**src/rtl/operand_fetch.sv**
```systemverilog
// Operand fetch: regfile read, ex/wb forwarding, load-use stall and a registered operand stage.
// Define OPFETCH_WB_BYPASS_EN to forward the writeback port; without it, a wb hit stalls one cycle.
module operand_fetch (
  input  logic        clk,
  input  logic        resetn,
  input  logic        in_valid,
  output logic        in_ready,
  input  logic [4:0]  in_rs1,
  input  logic [4:0]  in_rs2,
  input  logic [4:0]  in_rd,
  input  logic        in_rd_we,
  input  logic        in_is_load,
  input  logic [31:0] in_pc,
  output logic [4:0]  rs1_addr,
  output logic [4:0]  rs2_addr,
  input  logic [31:0] rs1_data,
  input  logic [31:0] rs2_data,
  input  logic        wb_en,
  input  logic [4:0]  wb_addr,
  input  logic [31:0] wb_data,
  input  logic        ex_fwd_en,
  input  logic [4:0]  ex_fwd_addr,
  input  logic [31:0] ex_fwd_data,
  input  logic        flush,
  output logic        out_valid,
  input  logic        out_ready,
  output logic [31:0] out_rs1_val,
  output logic [31:0] out_rs2_val,
  output logic [31:0] out_pc,
  output logic [4:0]  out_rd,
  output logic        out_rd_we,
  output logic        out_is_load
);
  localparam int DATA_W = 32;
  localparam int ADDR_W = 5;

  typedef logic [DATA_W-1:0] word_t;
  typedef logic [ADDR_W-1:0] addr_t;

`ifdef OPFETCH_WB_BYPASS_EN
  function automatic word_t select_operand(input addr_t addr, input word_t rf_val,
                                           input logic fe, input addr_t fa, input word_t fd,
                                           input logic we, input addr_t wa, input word_t wd);
    if (addr == '0)              return '0;
    else if (fe && (fa == addr)) return fd;
    else if (we && (wa == addr)) return wd;
    else                         return rf_val;
  endfunction
`else
  function automatic word_t select_operand(input addr_t addr, input word_t rf_val,
                                           input logic fe, input addr_t fa, input word_t fd);
    if (addr == '0)              return '0;
    else if (fe && (fa == addr)) return fd;
    else                         return rf_val;
  endfunction
`endif

  word_t rs1_sel, rs2_sel;
  logic  lu_pending, lu_rd_hit, lu_fwd, lu_set, hazard, accept, xfer;
  addr_t lu_rd;

  logic  vld_p1, rd_we_p1, is_load_p1;
  word_t rs1_val_p1, rs2_val_p1, pc_p1;
  addr_t rd_p1;

  assign rs1_addr = in_rs1;
  assign rs2_addr = in_rs2;

  always_comb begin
`ifdef OPFETCH_WB_BYPASS_EN
    rs1_sel = select_operand(in_rs1, rs1_data, ex_fwd_en, ex_fwd_addr, ex_fwd_data,
                             wb_en, wb_addr, wb_data);
    rs2_sel = select_operand(in_rs2, rs2_data, ex_fwd_en, ex_fwd_addr, ex_fwd_data,
                             wb_en, wb_addr, wb_data);
`else
    rs1_sel = select_operand(in_rs1, rs1_data, ex_fwd_en, ex_fwd_addr, ex_fwd_data);
    rs2_sel = select_operand(in_rs2, rs2_data, ex_fwd_en, ex_fwd_addr, ex_fwd_data);
`endif
  end

  // A pending load result only blocks us until execute forwards it.
  assign lu_rd_hit = lu_pending && (((in_rs1 != '0) && (in_rs1 == lu_rd)) ||
                                    ((in_rs2 != '0) && (in_rs2 == lu_rd)));
  assign lu_fwd    = ex_fwd_en && (ex_fwd_addr == lu_rd);

`ifdef OPFETCH_WB_BYPASS_EN
  assign hazard = lu_rd_hit && !lu_fwd;
`else
  logic wb_hit;
  logic unused_wb_data;
  assign wb_hit         = wb_en && (wb_addr != '0) && ((wb_addr == in_rs1) || (wb_addr == in_rs2));
  assign hazard         = (lu_rd_hit && !lu_fwd) || wb_hit;
  assign unused_wb_data = ^wb_data;
`endif

  assign in_ready = (!vld_p1 || out_ready) && !hazard && !flush && resetn;
  assign accept   = in_valid && in_ready;
  assign xfer     = vld_p1 && out_ready;
  assign lu_set   = xfer && is_load_p1 && rd_we_p1 && (rd_p1 != '0);

  // Stage p1: registered operands handed to execute
  always_ff @(posedge clk or negedge resetn) begin
    if (!resetn) begin
      vld_p1     <= 1'b0;
      rs1_val_p1 <= '0;
      rs2_val_p1 <= '0;
      pc_p1      <= '0;
      rd_p1      <= '0;
      rd_we_p1   <= 1'b0;
      is_load_p1 <= 1'b0;
      lu_pending <= 1'b0;
      lu_rd      <= '0;
    end else begin
      if (flush)       vld_p1 <= 1'b0;
      else if (accept) vld_p1 <= 1'b1;
      else if (xfer)   vld_p1 <= 1'b0;

      if (accept) begin
        rs1_val_p1 <= rs1_sel;
        rs2_val_p1 <= rs2_sel;
        pc_p1      <= in_pc;
        rd_p1      <= in_rd;
        rd_we_p1   <= in_rd_we;
        is_load_p1 <= in_is_load;
      end

      // A load leaving this cycle outranks any clear seen in the same cycle.
      if (lu_set) begin
        lu_pending <= 1'b1;
        lu_rd      <= rd_p1;
      end else if (flush || lu_fwd) begin
        lu_pending <= 1'b0;
      end
    end
  end

  assign out_valid   = vld_p1;
  assign out_rs1_val = rs1_val_p1;
  assign out_rs2_val = rs2_val_p1;
  assign out_pc      = pc_p1;
  assign out_rd      = rd_p1;
  assign out_rd_we   = rd_we_p1;
  assign out_is_load = is_load_p1;
endmodule

```
**config.mk**
```make
export PLATFORM = sky130hd
export DESIGN_NAME = operand_fetch
export DESIGN_NICKNAME = d
export VERILOG_FILES = /design/src/rtl/operand_fetch.sv
export SDC_FILE = /design/constraint.sdc
export NUM_CORES = 1
export LEC_CHECK = 0
export CAP_MARGIN = 10
export CORE_ASPECT_RATIO = 1.2
export CORE_MARGIN = 5
export CORE_UTILIZATION = 35
export CTS_CLUSTER_DIAMETER = 30
export DETAILED_ROUTE_END_ITERATION = 10
export DONT_BUFFER_PORTS = 1
export HOLD_SLACK_MARGIN = 0.1
export PLACE_DENSITY = 0.54
export SLEW_MARGIN = 20
export SYNTH_ARGS = -nofsm -noshare
export SYNTH_HDL_FRONTEND = slang
export SYNTH_SLANG_ARGS = --single-unit
```
**constraint.sdc**
```tcl
create_clock -name clk -period 2.7 [get_ports clk]
set_input_delay 0.405 -clock clk [delete_from_list [all_inputs] [get_ports clk]]
set_output_delay 0.405 -clock clk [all_outputs]
set_load 0.01 [all_outputs]
```
==> metrics <==
status=complete, but fails checks; violated checks=negative hold slack; DR iter-0 viols=90; die height=148 um; critical path startpoint category=flop; Avg Vias per Cell=approximately 5.3; LEAKAGE=2.39 nW; Top delay family on crit path=simple AND/OR/NAND/NOR gates; routed vias=3397; Core ar.=0.0156 mm2; Pint=approximately 0.0030 W; period utilisation layout=0.906; final setup fails=0; clock latency at the later pin of the worst-skew pair=~350 ps; total setup buffers inserted after CTS=0; Yosys cell types=26; Worst R2R Start=lu_rd[4]$_DFFE_PN0P_; Num Clock Sinks=110; maximum clock rate=409 MHz; Reg2Reg Depth=7; register bit total from synthesis=110; CP arrival=2040 ps; CP Max Fanout=4; post-DR wirelength/cell=approximately 22 um; slew of the pin with the lowest slew margin=around 540 ps; max-cap violation count=0; nets@finish=629; RSZ-0062 raised after global routing=no; number of synthesized flops with an enable pin=0; detailed placement HPWL=10700 um; final slew viol count=0; DRC viols=0; routability cong.=about 0.85; Rows=50; Switching Share=0.309; Ant. Diodes=0; Post-synth ARST share=1.00; IO buf count=0; Critical Path RT=2300 ps; Psw=0.00135 W; Final ANT Viol Nets=0; Crit. Startpoint=lu_rd[1]$_DFFE_PN0P_; cell with the largest stage delay on the worst path=or4_1; Root Buffer=clkbuf_16; fill count=1557; register area=0.00275 mm2; Crit path buffers/inverters=1; sequential share of power=0.582; Area growth syn-to-layout=7.83%; Hold WC Path Type=input port to asynchronous set/reset pin; Post-Route WL=14300 um; worst flop-to-flop path endpoint=out_rs2_val[14]$_DFFE_PN0P_; crit-path max cell delay=490 ps; global route overflow=0; Comb power frac=0.128; Clock power frac=0.290; Cells after DPL=~630; Die ar.=0.0186 mm2; Setup WS pre-CTS=224 ps; reg2reg setup slack=about 420 ps; H-tree levels=3; final worst slack=between 200 and 300 ps; Starting Density=0.358; Die X-Extent=roughly 130 um; Synth Cell Area=0.00559 mm2; Top FF cell, synth=dfrtp_1; crit path cell chain=xnor2_1 > nand3_1 > or4_1 > a21oi_2 > nor3b_1 > buf_4; antenna violations before repair=0; CP Depth=6; WS Path Type=flop to output port; TritonCTS clock tree=built; sequential fraction of the synthesis area=0.492; WHS=-261 ps; Setup TNS=0 ps; Finished Layout Cells=647; Syn Nets=644; maximum clock path buffer count=2; Clock Skews=12.4 ps; Worst Setup EP=in_ready; peak supply drop=0.337 mV; Final Hold Fails=between 100 and 150; area occupied by multi-input gates=~0.0026 mm2; fraction of final layout cells sized beyond drive strength 1=0.100; PD cells=725 mW/mm2; Inserted Clock Buffers=9; global-route wire length before repair=22100 um; synth warn=0; vias in the first global route=3832; CTS clk-pin slew, worst paths=approximately 80 ps; Mapped Cells=between 400 and 500; first-pass detailed-route iteration total=4; Tmin final=2450 ps; Critical Path Sink Type=output port; Avg Cell Area, Syn=12.4 um2; Global Route Usage Sum=0.151; pin count of the biggest net entering global routing=112; slew margin rel.=0.643; # IOs=309
## sequential cells by signal, indices dropped and copies added, names as in the netlist
| signal | flops |
|---|---|
| out_rs1_val | 32 |
| lu_rd | 5 |
| out_pc | 32 |
| out_rs2_val | 32 |
| out_valid | 1 |
| out_rd_we | 1 |
| out_rd | 5 |
| lu_pending | 1 |
| out_is_load | 1 |
## final cells by class
class,instances,area share
flip-flops and latches,110,0.456
well taps,208,0.0432
clock buffers,9,0.0373
clock inverters,6,0.00913
repair buffers,9,0.0174
multi-input cells,305,0.437
## worst register-to-register path, cell delays in order (launching register included)
cell	delay, ps
dfrtp_1	440
xnor2_1	170
nand4_1	120
o21ai_0	290
a21oi_2	110
nor3_4	310
buf_12	300
mux2_1	420
## layer usage
| metal | up-vias | part of all wire | track usage |
|---|---|---|---|
| met4 | 0 | 0.022 | 0.0586 |
| li1 | 1511 | - | - |
| met1 | 1706 | 0.37 | 0.164 |
| met2 | 160 | 0.52 | 0.262 |
| met3 | 20 | 0.088 | 0.0654 |
| met5 | - | 0 | 0 |
## repair_timing
| item | 4_1_cts | 5_1_grt |
|---|---|---|
| gates resized for setup | 0 | 1 |
| hold endpoints to repair | 110 | 110 |
| setup endpoints to repair | 0 | 1 |
## cell usage in the layout, fill, tap and decap left out, types with 4 or more instances in the layout
master,count
dfrtp_1,110
mux2_1,94
nor2_1,65
mux2i_1,64
xor2_1,18
xnor2_1,17
mux2_2,14
clkbuf_16,9
buf_4,6
or4_1,5
nand3_1,4
## Yosys cell counts (3+ instances only)
cell / instances / area share
nand3_1: 4 / 0.0036
mux2_2: 14 / 0.028
buf_2: 10 / 0.0089
xor2_1: 18 / 0.028
buf_6: 6 / 0.012
mux2i_1: 64 / 0.11
clkbuf_1: 8 / 0.0054
dfrtp_1: 110 / 0.49
buf_4: 11 / 0.015
mux2_1: 94 / 0.19
or4_1: 5 / 0.0067
nor2_1: 65 / 0.044
a21oi_1: 3 / 0.0027
nor3_1: 3 / 0.0027
xnor2_1: 17 / 0.027
## how the worst min path moves through the flow
stage | slack [ps] | start | end | depth (start not counted)
detailed placement | 110 | resetn | out_pc[12]$_DFFE_PN0P_ | 0
global route | -290 | resetn | out_pc[12]$_DFFE_PN0P_ | 0
CTS | -280 | resetn | out_pc[12]$_DFFE_PN0P_ | 0
global placement | 110 | resetn | out_pc[15]$_DFFE_PN0P_ | 0
finish | -260 | resetn | out_pc[12]$_DFFE_PN0P_ | 0
floorplan | 110 | resetn | lu_pending$_DFFE_PN0P_ | 0
## logic make-up after synthesis
| group | Yosys count | synth area share |
|---|---|---|
| flops | 110 | 0.492 |
| simple gates | 91 | 0.0727 |
| xor+xnor | 35 | 0.0548 |
| mux | 172 | 0.332 |
| compound gates | 7 | 0.00716 |
| buf+inv | 35 | 0.0412 |
## stage by stage
stage | power, W | util | area (um2)
finish | 0.00437 | 0.386 | 6030
global route | 0.00462 | 0.386 | 6030
CTS | 0.00445 | 0.385 | 6030
detailed placement | 0.00317 | 0.367 | 5750
global placement | 0.00313 | 0.367 | 5750
floorplan | 0.00295 | - | 5590
## power groups by stage
stage / sequential, W / clock (W) / combinational [W]
detailed placement: 0.00259 / 0 / 0.000575
finish: 0.00255 / 0.00127 / 0.000561
floorplan: 0.00244 / 0 / 0.000511
global route: 0.00260 / 0.00138 / 0.000641
CTS: 0.00256 / 0.00131 / 0.000574
global placement: 0.00258 / 0 / 0.000546
Power figures use the tool's default switching activity.
